`config.mk`:
```
export PLATFORM = sky130hd
export DESIGN_NAME = index_mask_decoder
export DESIGN_NICKNAME = d
export VERILOG_FILES = /design/src/rtl/index_mask_decoder.sv
export SDC_FILE = /design/constraint.sdc
export NUM_CORES = 1
export LEC_CHECK = 0
export BUFFER_PORTS_ARGS = -buffer_cell sky130_fd_sc_hd__buf_2
export CORE_UTILIZATION = 48
export DETAILED_ROUTE_END_ITERATION = 8
export PLACE_DENSITY = 0.75
export SETUP_SLACK_MARGIN = 0.3
export SLEW_MARGIN = 15
export SYNTH_ARGS = -nofsm -noshare
export SYNTH_HDL_FRONTEND = slang
export SYNTH_SLANG_ARGS = --single-unit
```
`constraint.sdc`:
```
create_clock -name clk -period 2 [get_ports clk]
set_input_delay 0.4 -clock clk [delete_from_list [all_inputs] [get_ports clk]]
set_output_delay 0.4 -clock clk [all_outputs]
set_load 0.05 [all_outputs]
```
`src/rtl/index_mask_decoder.sv`:
```
// index_mask_decoder
//   Accumulates a stream of bit-position beats into an N-bit mask. It presents
//   the completed mask with its population count and a sticky error flag. The
//   error flag records any out-of-range or duplicate index.
//
// Ports
//   clk        in   clock, all state updates on the rising edge
//   rst        in   asynchronous active-high reset
//   in_valid   in   an index beat is offered
//   in_ready   out  beat accepted (high while accumulating)
//   in_index   in   bit position to set (IW bits)
//   in_hit     in   in_index is meaningful; 0 marks an empty beat
//   in_last    in   beat closes the current mask
//   out_valid  out  completed mask presented
//   out_ready  in   consumer accepts the mask
//   out_mask   out  accumulated one-hot OR of accepted indices
//   out_count  out  popcount of out_mask (IW bits)
//   out_err    out  mask saw an out-of-range or duplicate index
module index_mask_decoder #(
  parameter int unsigned NumberOfElement = 8,
  localparam int unsigned IW = $clog2(NumberOfElement) + 1
) (
  input  logic                       clk,
  input  logic                       rst,
  input  logic                       in_valid,
  output logic                       in_ready,
  input  logic [IW-1:0]              in_index,
  input  logic                       in_hit,
  input  logic                       in_last,
  output logic                       out_valid,
  input  logic                       out_ready,
  output logic [NumberOfElement-1:0] out_mask,
  output logic [IW-1:0]              out_count,
  output logic                       out_err
);

  typedef enum logic {
    ACCUM = 1'b0,
    EMIT  = 1'b1
  } state_e;

  state_e                     state_q, state_d;
  logic [NumberOfElement-1:0] mask_q, mask_d;
  logic [IW-1:0]              count_q, count_d;
  logic                       err_q, err_d;

  logic [NumberOfElement-1:0] onehot;
  logic                       in_range;
  logic                       dup;
  logic                       in_fire;
  logic                       out_fire;

  // Handshake flags decode straight from the state register.
  assign in_ready  = (state_q == ACCUM);
  assign out_valid = (state_q == EMIT);
  assign in_fire   = in_valid && in_ready;
  assign out_fire  = out_valid && out_ready;

  // Compare against each legal position instead of indexing. An index at or
  // beyond N then decodes to all-zero and never selects past the mask.
  always_comb begin
    onehot = '0;
    for (int unsigned i = 0; i < NumberOfElement; i++) begin
      onehot[i] = (in_index == IW'(i));
    end
  end

  assign in_range = |onehot;
  assign dup      = |(onehot & mask_q);

  always_comb begin
    state_d = state_q;
    mask_d  = mask_q;
    count_d = count_q;
    err_d   = err_q;
    unique case (state_q)
      ACCUM: begin
        if (in_fire) begin
          if (in_hit) begin
            if (!in_range || dup) begin
              err_d = 1'b1;
            end else begin
              mask_d  = mask_q | onehot;
              count_d = count_q + IW'(1);
            end
          end
          if (in_last) begin
            state_d = EMIT;
          end
        end
      end
      EMIT: begin
        if (out_fire) begin
          state_d = ACCUM;
          mask_d  = '0;
          count_d = '0;
          err_d   = 1'b0;
        end
      end
      default: state_d = ACCUM;
    endcase
  end

  always_ff @(posedge clk or posedge rst) begin
    if (rst) begin
      state_q <= ACCUM;
      mask_q  <= '0;
      count_q <= '0;
      err_q   <= 1'b0;
    end else begin
      state_q <= state_d;
      mask_q  <= mask_d;
      count_q <= count_d;
      err_q   <= err_d;
    end
  end

  assign out_mask  = mask_q;
  assign out_count = count_q;
  assign out_err   = err_q;

endmodule

```
## Yosys cells after proc, flatten, opt, wreduce, memory -nomap -nowiden

Index checks and enable logic that the tools add are counted.
W data, S select, Z words.

| storage, ports and cells | value |
|---|---|
| register bits | 14 |
| input bits | 10 |
| word-level logic and storage cells | 48 |

| operators by class | value |
|---|---|
| add/sub/neg operators | 1 |
| eq/ne operators | 12 |
| muxes and demuxes | 19 |
| bitwise gates (word level) | 3 |
| reductions and logical operators | 9 |

Operators by type and width:

| kind | number |
|---|---|
| $mux W8 | 4 |
| $eq A4 B3 Y1 const B | 4 |
| $mux W4 | 4 |
| $pmux W8 S2 | 1 |
| $reduce_or A8 Y1 | 2 |
| $and A8 B8 Y8 | 1 |
| $eq A4 B2 Y1 const B | 2 |
| $ne A2 B1 Y1 const B | 4 |
| $or A8 B8 Y8 | 1 |
| $pmux W4 S2 | 1 |
| $reduce_and A4 Y1 | 2 |
| $mux W1 | 7 |
| $add A4 B1 Y4 const B | 1 |
| $eq A4 B1 Y1 const B | 1 |
| $logic_not A4 Y1 | 1 |
| $pmux W1 S2 | 2 |
| $logic_and A1 B1 Y1 | 2 |
| $ne A2 B2 Y1 const B | 1 |
| $logic_not A1 Y1 | 1 |
| $logic_or A1 B1 Y1 | 1 |
| $not A1 Y1 | 1 |

## Depth between registers and ports, before layout

Gate-level depths: netlist of the first run.

| logic depth | value |
|---|---|
| word-level depth | 8 |
| gate-level depth with buffers | 7 |
| gate-level depth less buffers | 5 |

## Worst setup path before layout of the first run

No wires, ideal clock.

| timing | value |
|---|---|
| kind | reg-to-reg |
| start | register mask_q[7] (netlist: out_mask[7]) |
| end | register err_q (netlist: out_err) |
| arrival time | 1.626 ns |
| required time | 1.875 ns |
| slack | 0.249 ns |
| cell stages (with the launch flop) | 6 |
| path buffers | 0 |
| period minus slack after synthesis | 1.751 ns |
| cell sequence | dfrtp_1 > mux2i_1 > o22ai_4 > or3_2 > a31oi_1 > nor2_1 |

| between the ends | value |
|---|---|
| word-level cells in the longest chain between the ends | 5 |

RTL lines:

| item | RTL line | RTL |
|---|---|---|
| start: declaration | 43 | `logic [NumberOfElement-1:0] mask_q, mask_d;` |
| start signal: assignment | 112 | `mask_q <= mask_d;` |
| $and A8 B8 Y8 | 69 | `assign dup = \|(onehot & mask_q);` |
| $reduce_or A8 Y1 | 69 |  |
| $logic_or A1 B1 Y1 | 80 | `if (!in_range \|\| dup) begin` |
| $ne A2 B1 Y1 (no line) | -- |  |
| $reduce_and A4 Y1 (no line) | -- |  |
| end signal: assignment | 114 | `err_q <= err_d;` |
| end: declaration | 45 | `logic err_q, err_d;` |

Every way passes these cells.
A chain may end at the register's enable or synchronous reset.

## Worst setup path in the final report of the first run

| timing | value |
|---|---|
| start | register state_q (netlist: out_valid) |
| end | output port in_ready |

| between the ends | value |
|---|---|
| word-level cells in the longest chain between the ends | 1 |

RTL lines:

| item | RTL line | RTL |
|---|---|---|
| start: declaration | 42 | `state_e state_q, state_d;` |
| start signal: assignment | 111 | `state_q <= state_d;` |
| $not A1 Y1 | -- |  |
| end: declaration | 26 | `output logic in_ready,` |

Every way passes these cells.

==> qor.txt, run 1 <==
===============================================================================================
Number of top-level pins                                                                     25
Fin worst setup slack                                                                  0.383 ns
Filler Cell Count                                                                           139
First-pass GRT wire length                                                              2.95 mm
Commonest non-fill, non-tap cell in the layout                                     sky130_fd_sc_hd__buf_2
Max Transition Viols Final                                                                    0
Synth Register Bits                                                                          14
Largest fanout of any net on the critical path                                                7
Critical Path End Type                                                             primary output
Number of antenna violations at the first check in global routing                             0
Number of antenna cells inserted                                                              0
Post-route ant nets                                                                           0
Arrival time of the worst setup path                                                    1.22 ns
Worst clock skew                                                                     0.00458 ns
Worst-case setup slack after placement                                                 0.143 ns
Clock input transition at the sequential cells of the worst setup and hold paths        0.09 ns
Number of clock buffers inserted by TritonCTS                                                 3
Final Wtd Congestion                                                                      0.768
1st-iter DRT viols                                                                           13
Core box area                                                                         1510 um^2
DP HPWL                                                                                 1.30 mm
Sequential element share of the synthesized area                                          0.449
Final TNS setup                                                                            0 ns
Slack of the worst reg-to-reg path                                                      0.40 ns
Maximum clock frequency                                                                 619 MHz
Startpoint-to-endpoint class of the critical path                                  flop to primary output
Tightest Hold Check Type                                                           input port to asynchronous set/reset pin
Via-to-Cell Ratio                                                                          5.76
Average routed wire per standard cell                                                   13.8 um
Most frequent cells in the layout                                                  24 x sky130_fd_sc_hd__buf_2, 12 x sky130_fd_sc_hd__nor2_1, 10 x sky130_fd_sc_hd__dfrtp_1
CP Data Required Time                                                                   1.60 ns
Area growth from synthesis to layout                                                      23.8%
Static Leakage                                                                         0.467 nW
Crit share post-route                                                                     0.808
Maximum number of pins on one net before global-route repair                                 15
Total number of clock tree sinks                                                             14
Number of cells traversed by the worst register-to-register path                              5
Net count of the mapped netlist                                                              90
Setup repair after global routing missed its margin                                       false
Number of global-route vias before repair                                                   707
Number of nets at the end of the flow                                                       119
Die Y                                                                                   42.3 um
Width of the die                                                                        42.3 um
Power per standard cell area                                                       1040 nW/um^2
Overflow left after global routing                                                            0
Maximum Capacitance Violations                                                                0
Root buf cell                                                                      sky130_fd_sc_hd__clkbuf_4
Worst-case clock buffer depth                                                                 2
Initial core utilization                                                                  0.517
Startpoint of the worst register-to-register path                                   out_mask[1]
Outcome                                                                            finished, final reports clean
Gate count after technology mapping                                                          79
DRT Wirelength                                                                          1.70 mm
Terminus of the critical flop-to-flop path                                              out_err
Total count of hold-check failures in the final report                                        0
Average instance area after synthesis                                                 9.87 um^2
Worst skew pair latency                                                                 0.28 ns
Number of warnings printed during yosys synthesis                                             0
Clock tree from TritonCTS                                                                 built
Num rows                                                                                     14
Port-buffer cells                                                                            24
Crit start category                                                                        flop
Remaining max-slew budget at the tightest pin                                             0.639
Number of distinct standard cells referenced by the synthesized netlist                      31
Full die area                                                                         1790 um^2
Worst ir drop on vdd                                                                 0.000757 V
Total global-route track usage                                                            0.217
Power after layout                                                                      1.00 mW
Netlist Area Pre-Place                                                                 779 um^2
Actual slew at the worst max-slew pin                                                  0.541 ns
Layout cell share with drive strength beyond 1                                            0.421
Final setup vio count                                                                         0
Count of unresolved DRC violations after routing                                              0
Number of search-and-repair iterations in the first detailed-routing pass                     4
Routed via count                                                                            709
Final critical-path required period                                                     1.62 ns
Deepest level of the CTS H-tree                                                               1
===============================================================================================
## repair_timing
| action | 4_1_cts | 5_1_grt |
|---|---|---|
| setup endpoints to repair | 0 | 2 |
| hold buffers | 0 | 0 |
| resized for setup | 0 | 1 |
| setup buffers | 0 | 0 |
## logic make-up after synthesis
family | Yosys count | synth area share
buffers and inverters | 7 | 0.0562
muxes | 4 | 0.0514
xor gates and xnor gates | 1 | 0.0112
DFF | 14 | 0.449
adders and majority gates | 1 | 0.0160
and+or+nand+nor | 36 | 0.257
AOI/OAI and AO/OA | 16 | 0.159
## layout make-up
cell class                 instances  area [um^2]  area share
sequential                        14          355       0.368
tap                               16         20.0      0.0208
multi-input combinational         58          395       0.410
inverter                           4         15.0      0.0156
clock buffer                       4         36.3      0.0376
timing repair buffer              27          143       0.148
## routing by layer
layer	track usage	share of wire
met5	0	0
met4	0.0938	0.011
met3	0.0259	0.041
met2	0.372	0.49
met1	0.273	0.45
## how the worst max path moves through the flow
stage                           start  slack (ns)  cells after the start      endpoint
after floorplan           in_index[0]        0.32                      6       out_err
after global placement    in_index[3]        0.17                      7   out_mask[4]
after detailed placement  in_index[3]        0.14                      6  out_count[2]
after CTS                   out_valid        0.40                      2      in_ready
after global routing        out_valid        0.31                      5  out_count[0]
final                       out_valid        0.38                      2      in_ready
## synthesized netlist by cell type
cell type / instances / area share
sky130_fd_sc_hd__ha_1: 1 / 0.016
sky130_fd_sc_hd__nor2_1: 12 / 0.058
sky130_fd_sc_hd__nand3_1: 3 / 0.019
sky130_fd_sc_hd__a211o_1: 1 / 0.011
sky130_fd_sc_hd__clkbuf_8: 1 / 0.018
sky130_fd_sc_hd__nand4b_1: 1 / 0.011
sky130_fd_sc_hd__o2111ai_2: 1 / 0.019
sky130_fd_sc_hd__or3b_4: 1 / 0.014
sky130_fd_sc_hd__dfrtp_1: 14 / 0.45
sky130_fd_sc_hd__buf_1: 1 / 0.0048
sky130_fd_sc_hd__o211ai_1: 1 / 0.0096
sky130_fd_sc_hd__a21oi_1: 4 / 0.026
sky130_fd_sc_hd__nand3b_1: 1 / 0.0096
sky130_fd_sc_hd__nor3_2: 1 / 0.013
sky130_fd_sc_hd__nand4_1: 1 / 0.0080
sky130_fd_sc_hd__buf_6: 1 / 0.014
sky130_fd_sc_hd__a21o_2: 1 / 0.011
sky130_fd_sc_hd__o21ai_0: 3 / 0.019
sky130_fd_sc_hd__or3b_2: 1 / 0.011
sky130_fd_sc_hd__o21a_1: 3 / 0.029
sky130_fd_sc_hd__nor3b_2: 1 / 0.016
sky130_fd_sc_hd__nand2_1: 6 / 0.029
sky130_fd_sc_hd__nor4_1: 4 / 0.032
sky130_fd_sc_hd__or3_1: 1 / 0.0080
sky130_fd_sc_hd__o22ai_4: 1 / 0.026
sky130_fd_sc_hd__xnor2_1: 1 / 0.011
sky130_fd_sc_hd__and2_1: 1 / 0.0080
sky130_fd_sc_hd__a31oi_1: 1 / 0.0080
sky130_fd_sc_hd__mux2i_1: 4 / 0.051
sky130_fd_sc_hd__or3_2: 2 / 0.019
sky130_fd_sc_hd__inv_1: 4 / 0.019
## power breakdown
part | total, mW | internal, mW | switching (mW)
logic | 0.409 | 0.110 | 0.299
registers | 0.385 | 0.334 | 0.0509
clock network | 0.207 | 0.111 | 0.0967
total | 1.00 | 0.556 | 0.446
## state kept, by name (all words and copies together) (netlist names)
register,flops
out_valid,1
out_err,1
out_count,4
out_mask,8
## critical path, cell delays in order, from the launching register on
cell and delay, ns:
sky130_fd_sc_hd__dfrtp_1 0.46, sky130_fd_sc_hd__inv_1 0.18, sky130_fd_sc_hd__buf_2 0.29
## per-stage QoR
step | hold WS [ns] | std cells | instance area [um^2] | util
final | 0.143 | 123 | 965 | 0.640
after global routing | 0.202 | 123 | 965 | 0.640
after CTS | 0.164 | 123 | 958 | 0.636
after detailed placement | 0.469 | 119 | 922 | 0.612
after global placement | 0.461 | 119 | 922 | 0.612
after floorplan | 0.289 | 79 | 788 | -
Note: power is estimated with default switching activity, not from simulation.
==> inputs of run 2 (changes only) <==
- clock period: 2 -> 1.5 ns (I/O delays scaled with it)
==> run 2 against run 1 <==
  * The flow now finishes with violations (setup timing)
  * First-iteration DRC count rose to 3.5 times the previous value
  * Sequential power is 38% higher
  * Clock power rose by 12%
  * Utilization is 29 points higher
  * Largest cell class unchanged
==> qor.txt, run 2 (synthesized netlist as in run 1, its figures left out) <==
===============================================================================================
Crit share post-route                                                                      1.09
Final TNS setup                                                                       -0.696 ns
Num rows                                                                                     14
Worst ir drop on vdd                                                                  0.00130 V
Number of nets at the end of the flow                                                       142
Maximum number of pins on one net before global-route repair                                 15
Violations in the final reports                                                    setup timing
Switching Share                                                                           0.445
Power per standard cell area                                                       1180 nW/um^2
Core box area                                                                         1510 um^2
Net switching component of the power                                                   0.736 mW
Via-to-Cell Ratio                                                                          6.49
Fin worst setup slack                                                                 -0.134 ns
Outcome                                                                            finished, violations left
Clock network fraction of total power                                                     0.140
Crit start category                                                                        flop
Sequential cell fraction of total power                                                   0.321
Tightest Hold Check Type                                                           input port to asynchronous set/reset pin
DP HPWL                                                                                 1.50 mm
Worst-case clock buffer depth                                                                 2
Final Wtd Congestion                                                                      0.799
Critical Path End Type                                                                     flop
Startpoint-to-endpoint class of the critical path                                  flop to flop
Final critical-path required period                                                     1.63 ns
Final setup vio count                                                                        12
CP Data Required Time                                                                   1.71 ns
Commonest non-fill, non-tap cell in the layout                                     sky130_fd_sc_hd__buf_4
Most frequent cells in the layout                                                  22 x sky130_fd_sc_hd__buf_4, 12 x sky130_fd_sc_hd__buf_6, 11 x sky130_fd_sc_hd__nor2_1
Number of antenna violations at the first check in global routing                             0
Setup repair after global routing missed its margin                                        true
1st-iter DRT viols                                                                           46
Number of top-level pins                                                                     25
Comb power frac                                                                           0.539
Number of search-and-repair iterations in the first detailed-routing pass                     4
Uppermost layer routed                                                                     met4
Full die area                                                                         1790 um^2
Deepest level of the CTS H-tree                                                               1
Post-route met1 wirelength                                                              1.23 mm
Max Transition Viols Final                                                                    0
Overflow left after global routing                                                            0
Largest fanout of any net on the critical path                                                6
Layout cell share with drive strength beyond 1                                            0.615
Maximum clock frequency                                                                 612 MHz
Count of unresolved DRC violations after routing                                              0
Worst clock skew                                                                      0.0161 ns
Number of global-route vias before repair                                                   799
Area growth from synthesis to layout                                                      79.1%
Worst skew pair latency                                                                 0.29 ns
Average routed wire per standard cell                                                   23.6 um
Actual slew at the worst max-slew pin                                                  0.539 ns
Total global-route track usage                                                            0.293
Routed via count                                                                            947
Width of the die                                                                        42.3 um
Die Y                                                                                   42.3 um
Post-route ant nets                                                                           0
Total number of clock tree sinks                                                             14
Placed inst area                                                                      1060 um^2
Clock tree from TritonCTS                                                                 built
Number of clock buffers inserted by TritonCTS                                                 3
Remaining max-slew budget at the tightest pin                                             0.640
Largest register FFs                                                                          8
Utilization after layout                                                                  0.927
Hold Worst Slack                                                                      0.0456 ns
Met2 routed WL                                                                          1.78 mm
Root buf cell                                                                      sky130_fd_sc_hd__clkbuf_4
Arrival time of the worst setup path                                                    1.84 ns
DRT Wirelength                                                                          3.44 mm
First-pass GRT wire length                                                              3.85 mm
Cell Int Power                                                                         0.918 mW
Clock input transition at the sequential cells of the worst setup and hold paths        0.10 ns
Hold Buf Count CTS                                                                            0
Total count of hold-check failures in the final report                                        0
Initial core utilization                                                                  0.517
Maximum Capacitance Violations                                                                0
Area of all placed cells without fillers                                              1400 um^2
Number of antenna cells inserted                                                              0
Static Leakage                                                                         0.612 nW
Number of cells traversed by the worst register-to-register path                              6
Port-buffer cells                                                                            24
Total met3 wirelength after detailed routing                                             260 um
===============================================================================================
run 2: power groups by stage:
stage / registers (mW) / logic (mW) / clock network, mW
floorplan: 0.753 / 0.198 / 0
detailed placement: 0.521 / 0.593 / 0
global route: 0.536 / 0.912 / 0.249
global placement: 0.517 / 0.583 / 0
CTS: 0.524 / 0.759 / 0.226
finish: 0.531 / 0.891 / 0.232
run 2: path summary, 6_finish.rpt:
kind	start	endpoint	slack [ns]
hold reg to reg	out_err	out_err	0.59
setup reg to reg	out_mask[3]	out_mask[2]	-0.13
max in group asynchronous	rst	out_mask[5]	1.05
hold / removal	rst	out_mask[2]	0.05
min in group clk	out_ready	out_valid	0.28
setup / recovery	out_mask[3]	out_mask[2]	-0.13
run 2: final cells by class:
type,count,area (um^2)
inverters,4,20.0
multi-input cells,58,519
repair buffers,50,450
flip-flops and latches,14,360
well taps,16,20.0
fillers,47,110
clock buffers,4,26.3
run 2: stage by stage:
step                setup slack, ns  std cells  power (mW)
floorplan                  -0.00999         79       0.951
global placement             -0.125        131        1.10
detailed placement           -0.227        131        1.11
CTS                        -0.00514        141        1.51
global route                 -0.179        146        1.70
finish                       -0.134        146        1.65
run 2: worst max-delay path, stage by stage, from the launching register on:
cell and delay (ns):
sky130_fd_sc_hd__dfrtp_2 0.45, sky130_fd_sc_hd__nand4b_1 0.20, sky130_fd_sc_hd__o2111ai_4 0.16, sky130_fd_sc_hd__nor3_4 0.30, sky130_fd_sc_hd__buf_4 0.20, sky130_fd_sc_hd__a21oi_1 0.07, sky130_fd_sc_hd__nor2_1 0.16
run 2: timing repair:
action,CTS,global route
resized for setup,47,11
setup buffers,6,5
pin swaps,6,3
gates cloned,0,0
endpoints found under the setup margin,28,27
run 2: layer usage:
layer | global-route usage | up-vias
met5 | 0 | -
met4 | 0.131 | 0
met3 | 0.0388 | 21
met2 | 0.498 | 78
met1 | 0.370 | 461
li1 | - | 387
==> inputs of run 3 (changes only) <==
- HOLD_SLACK_MARGIN: default -> 0.06
- SETUP_SLACK_MARGIN: 0.3 -> 0.02
==> run 3 against run 2 <==
  * The run now ends clean
  * Register-to-register slack gained 0.19 ns
  * Cell count shrank 9.6%
  * Combinational power shrank 33%
  * Setup slack gained 0.19 ns
==> qor.txt, run 3 (synthesized netlist as in run 1, its figures left out) <==
===============================================================================================
Net switching component of the power                                                   0.616 mW
Startpoint of the worst register-to-register path                                   out_mask[6]
Root buf cell                                                                      sky130_fd_sc_hd__clkbuf_4
Number of global-route vias before repair                                                   717
Crit start category                                                                        flop
Final TNS setup                                                                            0 ns
Count of buffers added by post-CTS timing repair for setup                                    0
Comb power frac                                                                           0.427
Final critical-path required period                                                     1.45 ns
Sequential cell fraction of total power                                                   0.369
Remaining max-slew budget at the tightest pin                                             0.628
Worst clock skew                                                                     0.00166 ns
Clock input transition at the sequential cells of the worst setup and hold paths        0.09 ns
Layout cell share with drive strength beyond 1                                            0.552
Post-route ant nets                                                                           0
Port-buffer cells                                                                            24
Full die area                                                                         1790 um^2
Static Leakage                                                                         0.507 nW
Area growth from synthesis to layout                                                      41.7%
Worst ir drop on vdd                                                                 0.000872 V
Maximum clock frequency                                                                 692 MHz
Total global-route track usage                                                            0.233
Total count of hold-check failures in the final report                                        0
Core box area                                                                         1510 um^2
Timing endpoint of the critical path                                                   in_ready
Hold Buf Count CTS                                                                            0
Slack of the worst reg-to-reg path                                                      0.05 ns
Final setup vio count                                                                         0
Count of unresolved DRC violations after routing                                              0
Largest register FFs                                                                          8
Clock tree from TritonCTS                                                                 built
Power per standard cell area                                                       1260 nW/um^2
Largest incremental delay on the critical path                                          0.43 ns
Tightest Hold Check Type                                                           input port to asynchronous set/reset pin
Arrival time of the worst setup path                                                    1.15 ns
Number of antenna cells inserted                                                              0
Setup repair after global routing missed its margin                                        true
Critical Path End Type                                                             primary output
Clock network fraction of total power                                                     0.204
Average routed wire per standard cell                                                   14.7 um
Final Wtd Congestion                                                                      0.816
Maximum number of pins on one net before global-route repair                                 15
DRT Wirelength                                                                          1.95 mm
Startpoint-to-endpoint class of the critical path                                  flop to primary output
Initial core utilization                                                                  0.517
Number of search-and-repair iterations in the first detailed-routing pass                     4
Number of nets at the end of the flow                                                       128
Number of cells in the finished layout apart from fillers                                   132
Commonest non-fill, non-tap cell in the layout                                     sky130_fd_sc_hd__buf_2
Critical path startpoint                                                              out_valid
Cell Int Power                                                                         0.774 mW
Terminus of the critical flop-to-flop path                                          out_mask[1]
Actual slew at the worst max-slew pin                                                  0.557 ns
CP Data Required Time                                                                   1.20 ns
Total placed cells including tap cells                                                      128
Outcome                                                                            finished, final reports clean
Largest fanout of any net on the critical path                                                5
Number of clock buffers inserted by TritonCTS                                                 3
Overflow left after global routing                                                            0
Critical Path Slowest Stage Cell                                                   sky130_fd_sc_hd__dfrtp_2
Via-to-Cell Ratio                                                                          5.48
1st-iter DRT viols                                                                           10
Num rows                                                                                     14
Total number of clock tree sinks                                                             14
Most frequent cells in the layout                                                  23 x sky130_fd_sc_hd__buf_2, 12 x sky130_fd_sc_hd__buf_4, 11 x sky130_fd_sc_hd__nor2_1
Crit share post-route                                                                     0.964
Crit path cell chain                                                               buf_4, inv_2, buf_6
Worst skew pair latency                                                                 0.29 ns
Switching Share                                                                           0.443
Die Y                                                                                   42.3 um
Max Transition Viols Final                                                                    0
Width of the die                                                                        42.3 um
DP HPWL                                                                                 1.43 mm
Worst-case clock buffer depth                                                                 2
Deepest level of the CTS H-tree                                                               1
First-pass GRT wire length                                                              3.10 mm
Routed via count                                                                            724
Number of top-level pins                                                                     25
Number of antenna violations at the first check in global routing                             0
Number of cells traversed by the worst register-to-register path                              5
Maximum Capacitance Violations                                                                0
===============================================================================================
-- run 3: repair_timing --
action                     in CTS  in global routing
gates resized for setup         3                  4
setup endpoints to repair       4                 11
pin swaps                       0                  1
-- run 3: power groups by stage --
stage	registers (mW)	logic, mW	clock network, mW
floorplan	0.753	0.196	0
global placement	0.515	0.568	0
detailed placement	0.520	0.581	0
CTS	0.513	0.589	0.280
global route	0.523	0.628	0.299
finish	0.513	0.594	0.283
-- run 3: worst min-delay path by stage --
stage | from | to | slack, ns | cells after the start
finish | rst | out_mask[2] | 0.04 | 2
detailed placement | rst | out_mask[2] | 0.37 | 2
CTS | rst | out_count[3] | 0.06 | 2
global route | rst | out_count[1] | 0.09 | 2
global placement | rst | out_count[3] | 0.36 | 2
floorplan | rst | out_count[0] | 0.19 | 1
-- run 3: cell type report --
type | instances | area, um^2
well taps | 16 | 20.0
flip-flops and latches | 14 | 360
fillers | 110 | 402
repair buffers | 36 | 216
inverters | 4 | 15.0
clock buffers | 4 | 36.3
multi-input cells | 58 | 457
-- run 3: critical path: cells and delay by family, from the launching register on --
kind | cells | cell delay (ns)
buffers and inverters | 3 | 0.42
flip-flops | 1 | 0.43
-- run 3: per-layer routing --
metal  track usage  routed length (um)
met5             0                   0
met4         0.131                  40
met3        0.0345                  70
met2         0.385                 969
met1         0.291                 865
-- run 3: through the flow --
step	power [mW]	setup WS, ns	cell area (um^2)	hold slack, ns	util
final	1.39	0.0547	1100	0.0444	0.733
after global routing	1.45	-0.00719	1100	0.0948	0.733
after CTS	1.38	0.0214	1080	0.0613	0.719
after detailed placement	1.10	-0.161	1030	0.372	0.687
after global placement	1.08	-0.113	1030	0.364	0.687
after floorplan	0.949	-0.0102	833	0.189	-
